==> src/rtl/uart_loader_pkg.sv <==
// Shared types and framing constants for the UART download controller.
package uart_loader_pkg;
  typedef enum logic [3:0] {
    S_IDLE, S_CMD, S_ADH, S_ADL, S_LNH, S_LNL, S_DATA, S_WAIT_ACK, S_CSUM
  } state_t;

  localparam logic [7:0] SYNC  = 8'h55;
  localparam logic [7:0] CMD_W = 8'h57;
  localparam logic [7:0] CMD_G = 8'h47;
endpackage

==> src/rtl/uart_loader_hold.sv <==
// One-byte holding register between the serial receiver strobe and the frame FSM.
module uart_loader_hold (
  input  logic       i_clk,
  input  logic       i_reset_n,
  input  logic       i_rx_done,
  input  logic [7:0] i_rx_data,
  input  logic       i_take,
  output logic       o_full,
  output logic [7:0] o_byte,
  output logic       o_ovr
);
  logic       r_full;
  logic [7:0] r_byte;
  logic       w_ovr;

  // A byte arriving in the same cycle the held one is taken is not an overrun.
  assign w_ovr  = i_rx_done & r_full & ~i_take;
  assign o_full = r_full;
  assign o_byte = r_byte;
  assign o_ovr  = w_ovr;

  always_ff @(posedge i_clk or negedge i_reset_n) begin
    if (!i_reset_n) begin
      r_full <= 1'b0;
      r_byte <= 8'h00;
    end else if (w_ovr) begin
      // Overrun aborts the frame, so the stale byte is flushed too.
      r_full <= 1'b0;
    end else if (i_rx_done) begin
      r_byte <= i_rx_data;
      r_full <= 1'b1;
    end else if (i_take) begin
      r_full <= 1'b0;
    end
  end
endmodule

==> src/rtl/uart_loader.sv <==
// Framed command parser: turns received bytes into memory writes and exec requests.
module uart_loader #(
  parameter int          ADDR_W  = 16,
  parameter logic [23:0] TIMEOUT = 24'd5_000_000
) (
  input  logic              i_clk,
  input  logic              i_reset_n,
  input  logic [7:0]        i_rx_data,
  input  logic              i_rx_done,
  output logic [ADDR_W-1:0] o_mem_addr,
  output logic [7:0]        o_mem_data,
  output logic              o_mem_we,
  input  logic              i_mem_ack,
  output logic              o_cpu_halt,
  output logic [ADDR_W-1:0] o_exec_addr,
  output logic              o_exec,
  output logic              o_load_done,
  output logic              o_err_csum,
  output logic              o_err_ovr,
  output logic              o_err_tmo
);
  import uart_loader_pkg::*;

  state_t            r_state;
  logic              r_is_w;
  logic [7:0]        r_adh;
  logic [7:0]        r_lnh;
  logic [ADDR_W-1:0] r_addr;
  logic [15:0]       r_len;
  logic [7:0]        r_sum;
  logic [23:0]       r_tmo;

  logic              w_full;
  logic [7:0]        w_byte;
  logic              w_ovr;
  logic              w_take;
  logic              w_ack;
  logic              w_tmo_hit;
  logic [7:0]        w_sum;

  uart_loader_hold u_hold (
    .i_clk     (i_clk),
    .i_reset_n (i_reset_n),
    .i_rx_done (i_rx_done),
    .i_rx_data (i_rx_data),
    .i_take    (w_take),
    .o_full    (w_full),
    .o_byte    (w_byte),
    .o_ovr     (w_ovr)
  );

  assign w_take    = w_full && (r_state != S_WAIT_ACK);
  assign w_ack     = (r_state == S_WAIT_ACK) && i_mem_ack;
  assign w_sum     = r_sum + w_byte;
  assign w_tmo_hit = (r_state != S_IDLE) && !w_take && !w_ack &&
                     (r_tmo == TIMEOUT - 24'd1);

  // Idle-gap counter: any forward progress (byte or ack) restarts it.
  always_ff @(posedge i_clk or negedge i_reset_n) begin
    if (!i_reset_n)                                             r_tmo <= '0;
    else if (r_state == S_IDLE || w_take || w_ack || w_tmo_hit) r_tmo <= '0;
    else                                                        r_tmo <= r_tmo + 24'd1;
  end

  always_ff @(posedge i_clk or negedge i_reset_n) begin
    if (!i_reset_n) begin
      r_state     <= S_IDLE;
      r_is_w      <= 1'b0;
      r_adh       <= '0;
      r_lnh       <= '0;
      r_addr      <= '0;
      r_len       <= '0;
      r_sum       <= '0;
      o_mem_addr  <= '0;
      o_mem_data  <= '0;
      o_mem_we    <= 1'b0;
      o_cpu_halt  <= 1'b0;
      o_exec_addr <= '0;
      o_exec      <= 1'b0;
      o_load_done <= 1'b0;
      o_err_csum  <= 1'b0;
      o_err_ovr   <= 1'b0;
      o_err_tmo   <= 1'b0;
    end else begin
      o_exec      <= 1'b0;
      o_load_done <= 1'b0;
      if (w_ovr) begin
        o_err_ovr  <= 1'b1;
        o_mem_we   <= 1'b0;
        o_cpu_halt <= 1'b0;
        r_state    <= S_IDLE;
      end else if (w_tmo_hit) begin
        // An abandoned write is simply dropped; the host must resend the frame.
        o_err_tmo  <= 1'b1;
        o_mem_we   <= 1'b0;
        o_cpu_halt <= 1'b0;
        r_state    <= S_IDLE;
      end else begin
        case (r_state)
          S_IDLE: if (w_take && w_byte == SYNC) begin
            o_err_csum <= 1'b0;
            o_err_ovr  <= 1'b0;
            o_err_tmo  <= 1'b0;
            r_sum      <= '0;
            r_state    <= S_CMD;
          end
          S_CMD: if (w_take) begin
            if (w_byte == CMD_W || w_byte == CMD_G) begin
              r_is_w     <= (w_byte == CMD_W);
              o_cpu_halt <= (w_byte == CMD_W);
              r_sum      <= w_sum;
              r_state    <= S_ADH;
            end else begin
              r_state <= S_IDLE;
            end
          end
          S_ADH: if (w_take) begin
            r_adh   <= w_byte;
            r_sum   <= w_sum;
            r_state <= S_ADL;
          end
          S_ADL: if (w_take) begin
            r_addr  <= ADDR_W'({r_adh, w_byte});
            r_sum   <= w_sum;
            r_state <= S_LNH;
          end
          S_LNH: if (w_take) begin
            r_lnh   <= w_byte;
            r_sum   <= w_sum;
            r_state <= S_LNL;
          end
          S_LNL: if (w_take) begin
            r_len   <= {r_lnh, w_byte};
            r_sum   <= w_sum;
            r_state <= (r_is_w && {r_lnh, w_byte} != 16'd0) ? S_DATA : S_CSUM;
          end
          S_DATA: if (w_take) begin
            o_mem_addr <= r_addr;
            o_mem_data <= w_byte;
            o_mem_we   <= 1'b1;
            r_sum      <= w_sum;
            r_state    <= S_WAIT_ACK;
          end
          S_WAIT_ACK: if (w_ack) begin
            o_mem_we <= 1'b0;
            r_addr   <= r_addr + ADDR_W'(1);
            r_len    <= r_len - 16'd1;
            r_state  <= (r_len == 16'd1) ? S_CSUM : S_DATA;
          end
          S_CSUM: if (w_take) begin
            if (w_sum == 8'h00) begin
              if (r_is_w) begin
                o_load_done <= 1'b1;
              end else begin
                o_exec_addr <= r_addr;
                o_exec      <= 1'b1;
              end
            end else begin
              o_err_csum <= 1'b1;
            end
            o_cpu_halt <= 1'b0;
            r_state    <= S_IDLE;
          end
          default: r_state <= S_IDLE;
        endcase
      end
    end
  end
endmodule
==> config.mk <==
export PLATFORM = sky130hd
export DESIGN_NAME = uart_loader
export DESIGN_NICKNAME = d
export VERILOG_FILES = /design/src/rtl/uart_loader_pkg.sv /design/src/rtl/uart_loader_hold.sv /design/src/rtl/uart_loader.sv
export SDC_FILE = /design/constraint.sdc
export NUM_CORES = 1
export LEC_CHECK = 0
export BUFFER_PORTS_ARGS = -buffer_cell sky130_fd_sc_hd__buf_2
export CAP_MARGIN = 20
export CORE_MARGIN = 2
export CORE_UTILIZATION = 26
export DETAILED_ROUTE_END_ITERATION = 16
export GPL_TIMING_DRIVEN = 0
export HOLD_SLACK_MARGIN = 0.03
export PLACE_DENSITY = 0.51
export SLEW_MARGIN = 20
export SYNTH_ARGS = -nofsm -noshare
export SYNTH_HDL_FRONTEND = slang
export SYNTH_SLANG_ARGS = --single-unit
==> constraint.sdc <==
create_clock -name i_clk -period 5.96 [get_ports i_clk]
set_clock_uncertainty 0.15 [all_clocks]
set_input_delay 0.596 -clock i_clk [delete_from_list [all_inputs] [get_ports i_clk]]
set_output_delay 0.596 -clock i_clk [all_outputs]
set_load 0.02 [all_outputs]
Word level (Yosys, flattened, before mapping)
Cells that the tools add are included.
{ "classes": {"n_addsub": 4, "eq_ne": 34, "n_mux": 60, "n_bitwise": 6, "n_reduce_logical": 44} }
{ "ops": {"columns": ["cell", "count"], "rows": [
  ["16-bit 2-to-1 mux", 4],
  ["16-bit case mux with 2 select lines", 2],
  ["4-bit 2-to-1 mux", 13],
  ["4-bit case mux with 9 select lines", 1],
  ["8-bit 2-to-1 mux", 4],
  ["4-bit by 2-bit != test with 1-bit output (second input constant)", 8],
  ["1-bit 2-to-1 mux", 30],
  ["24-bit by 1-bit adder with 24-bit output (second input constant)", 1],
  ["24-bit by 23-bit equality test with 1-bit output (second input constant)", 1],
  ["8-bit by 7-bit equality test with 1-bit output (second input constant)", 3],
  ["24-bit 2-to-1 mux", 1],
  ["8-bit case mux with 3 select lines", 1],
  ["16-bit by 1-bit adder with 16-bit output (second input constant)", 1],
  ["16-bit by 1-bit equality test with 1-bit output (second input constant)", 1],
  ["4-bit by 3-bit equality test with 1-bit output (second input constant)", 4],
  ["4-bit AND reduction", 4],
  ["16-bit nonzero test", 1],
  ["16-bit by 1-bit subtractor with 16-bit output (second input constant)", 1],
  ["5-bit AND reduction", 3],
  ["2-bit by 1-bit != test with 1-bit output (second input constant)", 7],
  ["2-bit nonzero test", 7],
  ["4-bit by 3-bit != test with 1-bit output (second input constant)", 3],
  ["6-bit AND reduction", 2],
  ["4-bit nonzero test", 3],
  ["20 further kinds", 42]
]} }
{ "totals": {"ff_bits": 141, "in_bits": 12, "output_inout_bits": 47, "elab_cells": 168} }

Logic depth before layout (Yosys ltp)
{ "logic_depth": {"word_depth": 8, "depth_mapped": 9, "depth_no_buf": 8} }

Hierarchy
Synthesis repeated with hierarchy kept, for this count alone.
{ "hier_totals": {"hier_cells": 685, "hier_area_um2": 7079.3} }
{ "modules_own_cells": {"columns": ["module", "instances", "cells_per_inst", "area_per_inst_um2", "seq_area_each_um2"], "rows": [
  ["uart_loader", 1, 663, 6722.7, 3303.2],
  ["uart_loader_hold", 1, 22, 356.6, 225.2]
]} }

Least setup slack after synthesis
OpenSTA, ideal clock, no wires.
{ "synth_timing": {"kind": "register -> register", "startpoint": "register u_hold.r_byte[0], in the netlist u_hold.o_byte[0]", "endpoint": "register o_exec_addr[10]", "setup_ns": 0.125, "arrival_time_ns": 2.954, "required_time_ns": 5.685, "slack_ns": 2.732, "stages_incl_launch_ff": 10, "path_buffers": 1, "period_less_slack_ns": 3.228, "cell_sequence": "dfrtp_1 ha_1 fa_1 a211oi_1 nor4b_1 a2111oi_2 nand4_1 nor4_4 buf_6 mux2_2"} }
{ "synth_between": {"elab_chain_len": 3} }
{ "synth_lines": {"columns": ["element", "line_no", "source"], "rows": [
  ["start: declaration", "uart_loader_hold.sv:13", "logic [7:0] r_byte;"],
  ["start signal: assignment", "uart_loader_hold.sv:30", "r_byte <= i_rx_data;"],
  ["8-bit adder", "uart_loader.sv:54", "assign w_sum = r_sum + w_byte;"],
  ["8-bit logical NOT", "uart_loader.sv:151", "if (w_sum == 8'h00) begin"],
  ["6-bit AND reduction (no source line)", null, null],
  ["end signal: assignment", "uart_loader.sv:155", "o_exec_addr <= r_addr;"],
  ["end: declaration", "uart_loader.sv:15", "output logic [ADDR_W-1:0] o_exec_addr,"]
]} }
No other way between the ends.
A chain may end at the register's enable or synchronous reset.

Worst setup path after layout
{ "layout_timing": {"startpoint": "register u_hold.r_byte[0], in the netlist u_hold.o_byte[0]", "endpoint": "register o_exec_addr[14]"} }
The elaborated chain is that of the path after synthesis.

==> out/summary.txt <==
Power Dens Cells -> 501 nW/um^2
Startpoint types -> flop
RSZ-0062 raised after global routing -> no
Post-synth ARST share -> 1.00
VDD IR max -> 0.203 mV
Syn avg cell area -> 10.2 sq um
Top FF cell, synth -> dfrtp_1
Global route overflow -> 0
Net count after synthesis -> 714
Tcrit/Tclk final -> 0.689
Post-synth EDFFs -> 0
Vias in the first global route -> 5430
Crit path DAT -> 4.27 ns
Die Area -> 28500 sq um
Synth cell types -> 59
FILL cells -> 2743
Min Tclk post-route -> 4.10 ns
Crit path largest cell delay -> 0.67 ns
Setup TNS -> 0 ns
DRC Markers -> 0
Critical-path top delay cell -> nor4_4
Core area -> 26800 sq um
Critical path class -> reg -> reg
Largest net degree at the start of global routing -> 88
R2R Path End -> o_exec_addr[14]
I/O pin count -> 59
Number of clock sinks -> 141
Final Hold Vio Count -> 0
CTS H-Tree Depth -> 4
Post-route ant nets -> 0
Postcts setup bufs -> 0
Die width -> 169 microns
Comb power frac -> 0.355
Final worst slack -> 1.86 ns
Post-CTS Hold Buffers -> 0
Share of layout cells above drive strength 1 -> 0.222
First-pass GRT wire length -> 30.4 mm
Antenna violations before repair -> 1
Status -> complete, no violations
Overall routing resource usage -> 0.137
Slew of the pin with the lowest slew margin -> 0.871 ns
Multi-input gate area -> 3330 sq um
Chip Height -> 169 microns
P&R area growth vs syn -> 19.9%
Internal power -> 2.59 mW
Yosys reg bits -> 141
Worst-path clk slew -> 0.07 ns
Critical path depth in cells -> 9
Commonest non-fill, non-tap cell in the layout -> dfrtp_1
Worst hold path type -> in -> async
Number of port buffers -> 58
Row count -> 60
Final Max Tran Viols -> 0
Post-Syn Instances -> 690
Mapped Area -> 7060 sq um
Worst reg2reg setup slack -> 1.86 ns
Slew headroom -> 0.416
Setup crit end -> o_exec_addr[14]
Pre-antenna DRT Iters -> 5
CP Buf/Inv Count -> 1
Place WS -> 1.85 ns
Seq pwr share -> 0.367
Clock share of power -> 0.277
Crit-path cells -> ha_1 -> fa_1 -> a211oi_1 -> nor4b_1 -> a2111oi_2 -> nand4_1 -> nor4_4 -> buf_6 -> mux2_2
Initial Utilization -> 0.263
WL final -> 18.8 mm
Switching Fraction -> 0.388
Switching pwr -> 1.64 mW
Synth warn -> 0
Most frequent cells in the layout -> dfrtp_1 (141), nor2_1 (71), mux2_2 (70)
GP Congestion -> 0.843
Nets -> 792
Routing usage on met3 -> 0.0283
Met1 GRT Util -> 0.185
Final setup viols -> 0
Max Fclk -> 244 MHz
Via Count -> 5596
Via/cell ratio -> 4.98
Max Cap Viol -> 0
Maximum clock insertion buffer count -> 2
CTS Buf Count -> 17
DR iter-0 viols -> 413
Busiest grt layer -> met2
Crit end category -> flop
Clock Tree Root -> clkbuf_16
Cell family with most CP delay -> simple AND/OR/NAND/NOR gates
CTS tree -> built
Cts repair resizes -> 0
P_leak -> 3.68 nW
Post-synthesis sequential area ratio -> 0.500
FF/Latch Area -> 3530 sq um
Reg2reg path depth -> 9
Crit path max fanout -> 10
Post-DP HPWL -> 13.1 mm
Grt met2 use -> 0.217
Critical path data required time -> 6.13 ns
Worst Setup SP -> u_hold.o_byte[0]
WL per Instance -> 16.8 microns
R2R Path Start -> u_hold.o_byte[0]
Worst skew pair latency -> 0.43 ns
## power groups by stage
| stage | combinational [mW] | sequential, mW | clock [mW] |
|---|---|---|---|
| 2_1_floorplan | 1.01 | 1.60 | 0 |
| 3_3_place_gp | 1.49 | 1.57 | 0 |
| 3_5_place_dp | 1.50 | 1.58 | 0 |
| 4_1_cts | 1.51 | 1.56 | 1.20 |
| 5_1_grt | 1.67 | 1.61 | 1.23 |
| 6_report | 1.51 | 1.56 | 1.17 |
## logic make-up (layout without fill, tap and decap cells)
logic type	after synthesis	after routing	synth area share
flip-flops	141	141	0.500
adder cells (fa/ha/maj)	12	12	0.0223
buffers and inverters	52	143	0.0293
XOR/XNOR	25	25	0.0310
AO/OA/AOI/OAI	136	136	0.122
AND/OR/NAND/NOR	247	247	0.174
multiplexers	77	77	0.122
other	0	1	0
## worst min-delay path by stage
stage                     to  startpoint  slack (ns)  cells after the start
3_5_place_dp        r_tmo[0]    r_tmo[0]        0.33                      1
6_report            r_tmo[3]   i_reset_n        0.02                      1
4_1_cts            r_tmo[12]   i_reset_n        0.05                      1
3_3_place_gp       o_err_ovr   o_err_ovr        0.33                      2
5_1_grt        o_mem_data[0]   i_reset_n        0.09                      1
2_1_floorplan     o_cpu_halt   i_reset_n        0.15                      0
## stage by stage
step / hold slack [ns] / cell area [sq um] / utilization / cells / power [mW]
after floorplan: 0.150 / 7060 / - / 690 / 2.60
after global placement: 0.329 / 7770 / 0.290 / 1089 / 3.06
after detailed placement: 0.331 / 7810 / 0.291 / 1090 / 3.08
after CTS: 0.0502 / 8460 / 0.316 / 1122 / 4.27
after global routing: 0.0942 / 8460 / 0.316 / 1122 / 4.50
final: 0.0186 / 8460 / 0.316 / 1123 / 4.24
## cell type report
class | count | area share
antenna | 1 | 0.000296
buffer | 34 | 0.0164
clock buffer | 17 | 0.0503
clock inverter | 15 | 0.0260
inverter | 18 | 0.00798
multi-input combinational | 497 | 0.393
sequential | 141 | 0.417
tap | 341 | 0.0504
timing repair buffer | 59 | 0.0387
## cell usage after synthesis (3+ instances only)
library cell,count,share of area
a2bb2oi_1,6,0.0074
a31oi_1,6,0.0053
clkbuf_1,28,0.015
a21oi_1,36,0.026
a22o_1,3,0.0037
mux2_2,70,0.11
nor3_1,18,0.013
dfrtp_1,141,0.50
buf_2,3,0.0021
nor4b_1,5,0.0062
o22ai_1,7,0.0062
nand3b_1,3,0.0032
mux2i_1,7,0.0099
nand4b_1,3,0.0037
and3_1,11,0.0098
nand4_1,11,0.0098
nor2_1,71,0.038
or2_2,4,0.0035
ha_1,11,0.020
o21ai_0,40,0.028
nor4_1,10,0.0089
and4_1,4,0.0050
inv_1,18,0.0096
xnor2_1,14,0.017
or3_1,9,0.0080
nor2b_1,5,0.0044
a21o_1,3,0.0032
a22oi_1,7,0.0074
xor2_1,11,0.014
and2_1,3,0.0027
nand3_1,25,0.018
nand2_1,57,0.030
o32ai_1,3,0.0037
## flip-flops by register name, indices dropped and copies added, names as in the netlist
| register | flops |
|---|---|
| o_mem_addr | 16 |
| o_err_ovr | 1 |
| o_mem_we | 1 |
| r_is_w | 1 |
| r_addr | 16 |
| r_lnh | 8 |
| o_cpu_halt | 1 |
| o_exec | 1 |
| u_hold.o_byte | 8 |
| r_adh | 8 |
| r_len | 16 |
| o_load_done | 1 |
| u_hold.o_full | 1 |
| r_tmo | 24 |
| r_state | 4 |
| o_mem_data | 8 |
| r_sum | 8 |
| o_exec_addr | 16 |
| o_err_tmo | 1 |
| o_err_csum | 1 |
## per-layer routing
| metal | vias up | share of wire |
|---|---|---|
| met5 | - | 0 |
| met4 | 0 | 0.018 |
| met3 | 27 | 0.041 |
| met2 | 111 | 0.46 |
| met1 | 2794 | 0.48 |
| li1 | 2664 | - |
No activity file was read; power rests on OpenSTA's default activity.
